$ cat config.mk
export PLATFORM = sky130hd
export DESIGN_NAME = register_file
export DESIGN_NICKNAME = d
export VERILOG_FILES = /design/src/rtl/regfile_pkg.sv /design/src/rtl/regfile_clear_seq.sv /design/src/rtl/register_file.sv
export SDC_FILE = /design/constraint.sdc
export NUM_CORES = 1
export LEC_CHECK = 0
export BUFFER_PORTS_ARGS = -buffer_cell sky130_fd_sc_hd__buf_2
export CAP_MARGIN = 5
export CORE_MARGIN = 5
export CORE_UTILIZATION = 40
export CTS_CLUSTER_DIAMETER = 200
export CTS_CLUSTER_SIZE = 8
export DETAILED_ROUTE_END_ITERATION = 10
export SYNTH_ARGS = -nofsm -noshare
export SYNTH_HDL_FRONTEND = slang
export SYNTH_SLANG_ARGS = --single-unit
$ cat constraint.sdc
create_clock -name clk -period 13.02 [get_ports clk]
set_clock_uncertainty 0.15 [all_clocks]
set_input_delay 2.604 -clock clk [delete_from_list [all_inputs] [get_ports clk]]
set_output_delay 2.604 -clock clk [all_outputs]
set_load 0.05 [all_outputs]
$ cat src/rtl/regfile_pkg.sv
// Shared types and default widths for the register file and its clear sequencer.
package regfile_pkg;

  localparam int DATA_WIDTH_DEF = 32;
  localparam int ADDR_WIDTH_DEF = 5;

  typedef enum logic {
    CLEAR = 1'b0,
    READY = 1'b1
  } state_t;

endpackage

$ cat src/rtl/regfile_clear_seq.sv
// Clear-sweep sequencer: walks indices 1..NUM_REGS-1 once after reset or a clear request,
// strobing one register per cycle, then settles in READY.
import regfile_pkg::*;

module regfile_clear_seq #(
  parameter int ADDR_WIDTH = ADDR_WIDTH_DEF
) (
  input  logic                  clk,
  input  logic                  reset,
  input  logic                  clear,
  output logic                  busy,
  output logic [ADDR_WIDTH-1:0] clr_idx,
  output logic                  clr_stb
);

  localparam logic [ADDR_WIDTH-1:0] FIRST_IDX = {{(ADDR_WIDTH-1){1'b0}}, 1'b1};
  localparam logic [ADDR_WIDTH-1:0] LAST_IDX  = '1;

  state_t                r_state;
  state_t                w_state_nxt;
  logic [ADDR_WIDTH-1:0] r_cnt;
  logic [ADDR_WIDTH-1:0] w_cnt_nxt;

  always_ff @(posedge clk) begin
    if (reset) begin
      r_state <= CLEAR;
      r_cnt   <= FIRST_IDX;
    end else begin
      r_state <= w_state_nxt;
      r_cnt   <= w_cnt_nxt;
    end
  end

  always_comb begin
    w_state_nxt = r_state;
    w_cnt_nxt   = r_cnt;
    case (r_state)
      CLEAR: begin
        if (clear) begin
          w_cnt_nxt = FIRST_IDX;
        end else if (r_cnt == LAST_IDX) begin
          w_state_nxt = READY;
          w_cnt_nxt   = FIRST_IDX;
        end else begin
          w_cnt_nxt = r_cnt + 1'b1;
        end
      end
      READY: begin
        if (clear) begin
          w_state_nxt = CLEAR;
          w_cnt_nxt   = FIRST_IDX;
        end
      end
      default: begin
        w_state_nxt = CLEAR;
        w_cnt_nxt   = FIRST_IDX;
      end
    endcase
  end

  always_comb begin
    busy    = (r_state == CLEAR);
    clr_stb = (r_state == CLEAR);
    clr_idx = r_cnt;
  end

endmodule

$ cat src/rtl/register_file.sv
// Two-read / one-write register file with r0 hardwired to zero and a self-clearing sweep.
// Optional macro REGFILE_BYPASS_EN forwards a same-cycle write to matching read ports.
import regfile_pkg::*;

module register_file #(
  parameter int DATA_WIDTH = DATA_WIDTH_DEF,
  parameter int ADDR_WIDTH = ADDR_WIDTH_DEF
) (
  input  logic                  clk,
  input  logic                  reset,
  input  logic                  clear,
  input  logic                  we,
  input  logic [ADDR_WIDTH-1:0] waddr,
  input  logic [DATA_WIDTH-1:0] wdata,
  input  logic [ADDR_WIDTH-1:0] raddr_a,
  input  logic [ADDR_WIDTH-1:0] raddr_b,
  output logic [DATA_WIDTH-1:0] rdata_a,
  output logic [DATA_WIDTH-1:0] rdata_b,
  output logic                  busy
);

  localparam int NUM_REGS = 2 ** ADDR_WIDTH;

  logic [DATA_WIDTH-1:0] r_regs [NUM_REGS];
  logic                  w_busy;
  logic [ADDR_WIDTH-1:0] w_clr_idx;
  logic                  w_clr_stb;
  logic                  w_wr_en;

  regfile_clear_seq #(
    .ADDR_WIDTH (ADDR_WIDTH)
  ) u_clear_seq (
    .clk     (clk),
    .reset   (reset),
    .clear   (clear),
    .busy    (w_busy),
    .clr_idx (w_clr_idx),
    .clr_stb (w_clr_stb)
  );

  // A write lands only in READY and loses to reset, clear and the r0 hardwire.
  assign w_wr_en = we && !w_busy && !clear && !reset && (waddr != '0);

  always_ff @(posedge clk) begin
    if (w_clr_stb) begin
      r_regs[w_clr_idx] <= '0;
    end else if (w_wr_en) begin
      r_regs[waddr] <= wdata;
    end
  end

  always_comb begin
    rdata_a = r_regs[raddr_a];
    rdata_b = r_regs[raddr_b];
`ifdef REGFILE_BYPASS_EN
    if (w_wr_en && (waddr == raddr_a)) rdata_a = wdata;
    if (w_wr_en && (waddr == raddr_b)) rdata_b = wdata;
`endif
    if (w_busy || (raddr_a == '0)) rdata_a = '0;
    if (w_busy || (raddr_b == '0)) rdata_b = '0;
  end

  assign busy = w_busy;

endmodule

# ---- Word-level counts from Yosys, hierarchy flattened
# Memories as Yosys holds them, arrays and structs flattened.
# Index checks and enable logic that the tools add are counted.
dict set report word_totals {
  reg_bits 6
  memories 1
  mem_bits_rw 1024
  elab_cells 36
}
# memory depth width rd rd_ports_with_merged_regs write_ports line_no
set mem_list {}
lappend mem_list {r_regs 32 32 2 0 1 register_file.sv:24} ;# logic [DATA_WIDTH-1:0] r_regs [NUM_REGS];
dict set report op_classes {
  n_eq_ne 2
  reduce_logical 12
  mux 17
  n_addsub 1
  bitwise 1
}
# op count
set op_table {}
lappend op_table {{$mux 32} 3}
lappend op_table {{$reduce_or 32->1} 1}
lappend op_table {{$mux 5} 4}
lappend op_table {{$logic_not 5->1} 2}
lappend op_table {{$pmux 5 s2} 1}
lappend op_table {{$mux 1} 8}
lappend op_table {{$add 5x1->5 const B} 1}
lappend op_table {{$eq 5x5->1 const B} 1}
lappend op_table {{$reduce_bool 5->1} 1}
lappend op_table {{$logic_and 1x1->1} 4}
lappend op_table {{$logic_not 1->1} 2}
lappend op_table {{$logic_or 1x1->1} 2}
lappend op_table {{$ne 2x2->1 const B} 1}
lappend op_table {{$pmux 1 s2} 1}
lappend op_table {{$not 1->1} 1}

# ---- Depth between registers and ports, before layout
dict set report depth {
  depth_word 9
  ltp_mapped 8
  mapped_depth_nobuf 7
}

# ---- Cells and area by module
# Synthesis repeated with hierarchy kept, for this count alone.
dict set report hier_totals {
  hier_cells 2388
  hier_area_um2 47956.0
}
# module area_each_um2 cells_per_inst instances
set by_module_without_submodules {}
lappend by_module_without_submodules {register_file 47663.2 2357 1}
lappend by_module_without_submodules {regfile_clear_seq 292.8 31 1}

# ---- Worst setup path after synthesis
# No wires, ideal clock.
dict set report synth_timing {
  path_kind {input -> output}
  from {input raddr_b[0]}
  to {output rdata_b[10]}
  arrival_ns 4.218
  path_stages 5
  slack_ns 6.048
  t_required_ns 10.266
  path_cell_list {buf_6 -> buf_2 -> mux4_2 -> a22oi_1 -> nand4_1}
}
dict set report synth_between {
  elab_chain_cells 3
  word_cells_on_any_way 4
  cone_classes {mux (1); reduce/logical (2); memory (1)}
}
# item line_no
set synth_rtl {}
lappend synth_rtl {{start: declaration} register_file.sv:16} ;# input logic [ADDR_WIDTH-1:0] raddr_b,
lappend synth_rtl {{parallel branches: the longest is 2 deep, another holds $mem_v2 32x32} n/a}
lappend synth_rtl {{$mux 32 (*)} register_file.sv:60} ;# if (w_busy || (raddr_b == '0)) rdata_b = '0;
lappend synth_rtl {{end: declaration} register_file.sv:18} ;# output logic [DATA_WIDTH-1:0] rdata_b,
# Mark *: on every way between the ends.

# ---- Worst setup path in the final report
dict set report layout_timing {
  from {input raddr_a[1]}
  to {output rdata_a[1]}
}
dict set report layout_between {
  elab_chain_cells 3
  word_cells_on_any_way 4
  cone_classes {mux (1); reduce/logical (2); memory (1)}
}
# item line_no
set layout_rtl {}
lappend layout_rtl {{start: declaration} register_file.sv:15} ;# input logic [ADDR_WIDTH-1:0] raddr_a,
lappend layout_rtl {{parallel branches: the longest is 2 deep, another holds $mem_v2 32x32} n/a}
lappend layout_rtl {{$mux 32 (*)} register_file.sv:59} ;# if (w_busy || (raddr_a == '0)) rdata_a = '0;
lappend layout_rtl {{end: declaration} register_file.sv:17} ;# output logic [DATA_WIDTH-1:0] rdata_a,
# Marks and branches as above.

==> run summary <==
Main area contributors after synthesis: edfxtp_1 64%, mux4_2 11%, mux2i_1 11%
Clock Power Share: 0.459
Most frequent cell after synthesis: edfxtp_1
CTS H-Tree Depth: 4
Sw frac: 0.218
FFs w/ async S/R, synth: 0
Leak: 20.9 nW
Post-CTS Setup Inserts: 0
Vias in the first global route: 31400
CP Capture Type: output port
Hold Crit Start: u_clear_seq.clr_idx[3]$_SDFFE_PP0P_
Endpoint required time on the critical path: 10270 ps
Initial DRC count: 3899
Maximum vdd drop: 0.132 mV
Synth Cell Area: 0.0484 mm^2
Power Density: 135 mW/mm^2
Routed WL: 167000 um
Fin. Hold Viols: 0
Remaining DRCs: 0
Internal Power: 5.80 mW
Syn_nets: 2933
FF-to-FF Start: u_clear_seq.r_state$_SDFF_PP0_
Flop2flop setup slack: 8410 ps
# setup viols final: 0
Multiplexer area fraction after synthesis: 0.227
CP startpoint kind: input port
End of the worst hold path: u_clear_seq.clr_idx[3]$_SDFFE_PP0P_
Core box area: 0.120 mm^2
Worst Reg-to-Reg Cells: 6
Number of warnings issued by yosys: 0
Ports: 116
Status: completed
Vias per cell: 6.67
Worst setup margin: 4040 ps
Tightest Pin Transition: 1330 ps
Wire length per cell: 35.9 um
Post-Synthesis Cells: 2880
Main combinational cell family by area after synthesis: multiplexers
Dominant synthesized flop cell: edfxtp_1
Overflow after GRT: 0
Inserted Clock Buffers: 146
Cts hold-fix bufs: 0
Fill count: 10200
Post-synth top area share: 0.636
Gr usage total: 0.257
Flops & latches, synth: 1030
Min Tclk post-route: 8980 ps
Tcrit/Tclk final: 0.690
Clk_lat worst skew: 760 ps
Slew margin rel.: 0.115
Pin count of the biggest net entering global routing: 102
Slew Limit Fails: 0
Synthesized-area fraction occupied by adder cells: 0.000517
CTS tree: built
Setup CP Type: input port to output port
Antenna Violating Nets Remaining: 0
CP max FO: 76
Die area: 0.128 mm^2
Combinational Power Share: 0.051
Hold path depth: 2
Final nets: 3061
Input/output buffers: 115
Clk buf depth: 3
Die height: 358 um
Simple-gate share of the synthesized area: 0.0470
Starting Density: 0.403
Routability Congestion: 0.837
Reg-to-Reg End: r_regs[0][27]$_DFFE_PP_
DP Cell Count: 4472
Setup TNS Final: 0 ps
Fin Hold WS: 442 ps
Die width: 358 um
Post-synth top area cell: edfxtp_1
Commonest cells in the synthesized netlist: 1024 x edfxtp_1, 523 x mux2i_1, 259 x a22oi_1
Compound-Gate Fraction of Synth Area: 0.0603
Initial antenna violation count: 7
Worst-path clk slew: 50 ps
CTS resizes: 0
Dpl ws: 4130 ps
First-pass GRT wire length: 232000 um
Layout cells sized above 1: 0.223
Area delta synth->final: 13.2%
Post-synthesis cell type count: 48
Final non-filler cell total: 4641
Via Count: 31000
Syn avg cell area: 16.8 um^2
Post-Synth XOR/XNOR Area: 0
HPWL after DPL: 92100 um
Max Cap Viol: 0
Site Rows: 127
Sink Count: 1030
Clk root buf: clkbuf_16
Number of synthesized flops with an enable pin: 1024
Max Fclk: 111 MHz
Seq/Total Area, Yosys: 0.638
Psw: 1.62 mW
Hold Path Class: register to register
Detailed Routing Iterations Pass 1: 6
RSZ-0062 raised after global routing: false
Sequential share of power: 0.490
Crit path DAT: 6220 ps
Design Power: 7.41 mW
==> layer usage <==
layer,part of all wire,track usage
met5,0.000078,0
met3,0.10,0.0571
met1,0.38,0.329
met2,0.48,0.420
met4,0.048,0.117
==> cell usage in the layout, fill, tap and decap left out, types with 3 or more instances in the layout <==
cell	instances
a21oi_1	55
a22o_1	31
a22oi_1	259
a31oi_1	47
and2_1	35
and2_2	4
and3_1	36
buf_2	109
buf_4	92
buf_8	4
clkbuf_1	6
clkbuf_16	151
clkinv_8	3
dfxtp_1	6
edfxtp_1	1024
inv_1	6
inv_6	4
mux2i_1	523
mux4_1	13
mux4_2	239
nand2_1	71
nand3_1	131
nand4_1	66
nor2_1	14
nor2_4	23
nor2b_4	8
nor3_1	4
nor3_2	16
o21ai_0	7
o31a_1	3
==> sequential cells by signal, summed over array words and instances (netlist names) <==
name	count
u_clear_seq.r_state	1
r_regs	1024
u_clear_seq.clr_idx	5
==> critical path, cell delays in order <==
cell	delay, ps
buf_8	430
buf_12	490
nor2b_4	840
buf_4	560
a22oi_1	140
a31oi_1	200
nand4_1	380
buf_2	370
==> cells by family after synthesis <==
group           count (synthesis)
simple gates                  427
fa+ha+maj                       2
buf+inv                       235
compound gates                411
flops                        1030
mux                           775
==> power groups by stage <==
stage               clock, mW  combinational, mW  sequential, mW
detailed placement          0              0.373            3.69
floorplan                   0              0.251            3.69
CTS                      3.43              0.373            3.63
global route             3.58              0.390            3.63
finish                   3.40              0.379            3.63
global placement            0              0.368            3.69
==> how the worst max path moves through the flow <==
stage | startpoint | to | cells after the start
after floorplan | raddr_b[0] | rdata_b[10] | 5
after global placement | raddr_a[1] | rdata_a[1] | 8
after detailed placement | raddr_a[1] | rdata_a[1] | 8
after CTS | raddr_a[1] | rdata_a[1] | 8
after global routing | raddr_a[1] | rdata_a[1] | 8
final | raddr_a[1] | rdata_a[1] | 8
==> cell type report <==
| cell class | count | area [um^2] | area share |
|---|---|---|---|
| tap | 1612 | 2020 | 0.0368 |
| antenna | 2 | 5.00 | 0.0000914 |
| multi-input combinational | 1615 | 16500 | 0.302 |
| clock buffer | 157 | 3800 | 0.0694 |
| sequential | 1030 | 30900 | 0.564 |
| inverter | 6 | 22.5 | 0.000411 |
| timing repair buffer | 209 | 1360 | 0.0249 |
| clock inverter | 10 | 138 | 0.00251 |
==> metrics by stage <==
| step | util | area, um^2 |
|---|---|---|
| final | 0.456 | 54800 |
| after global routing | 0.456 | 54800 |
| after floorplan | - | 48400 |
| after global placement | 0.424 | 50800 |
| after detailed placement | 0.424 | 50800 |
| after CTS | 0.456 | 54800 |
(Power assumes the default switching activity.)
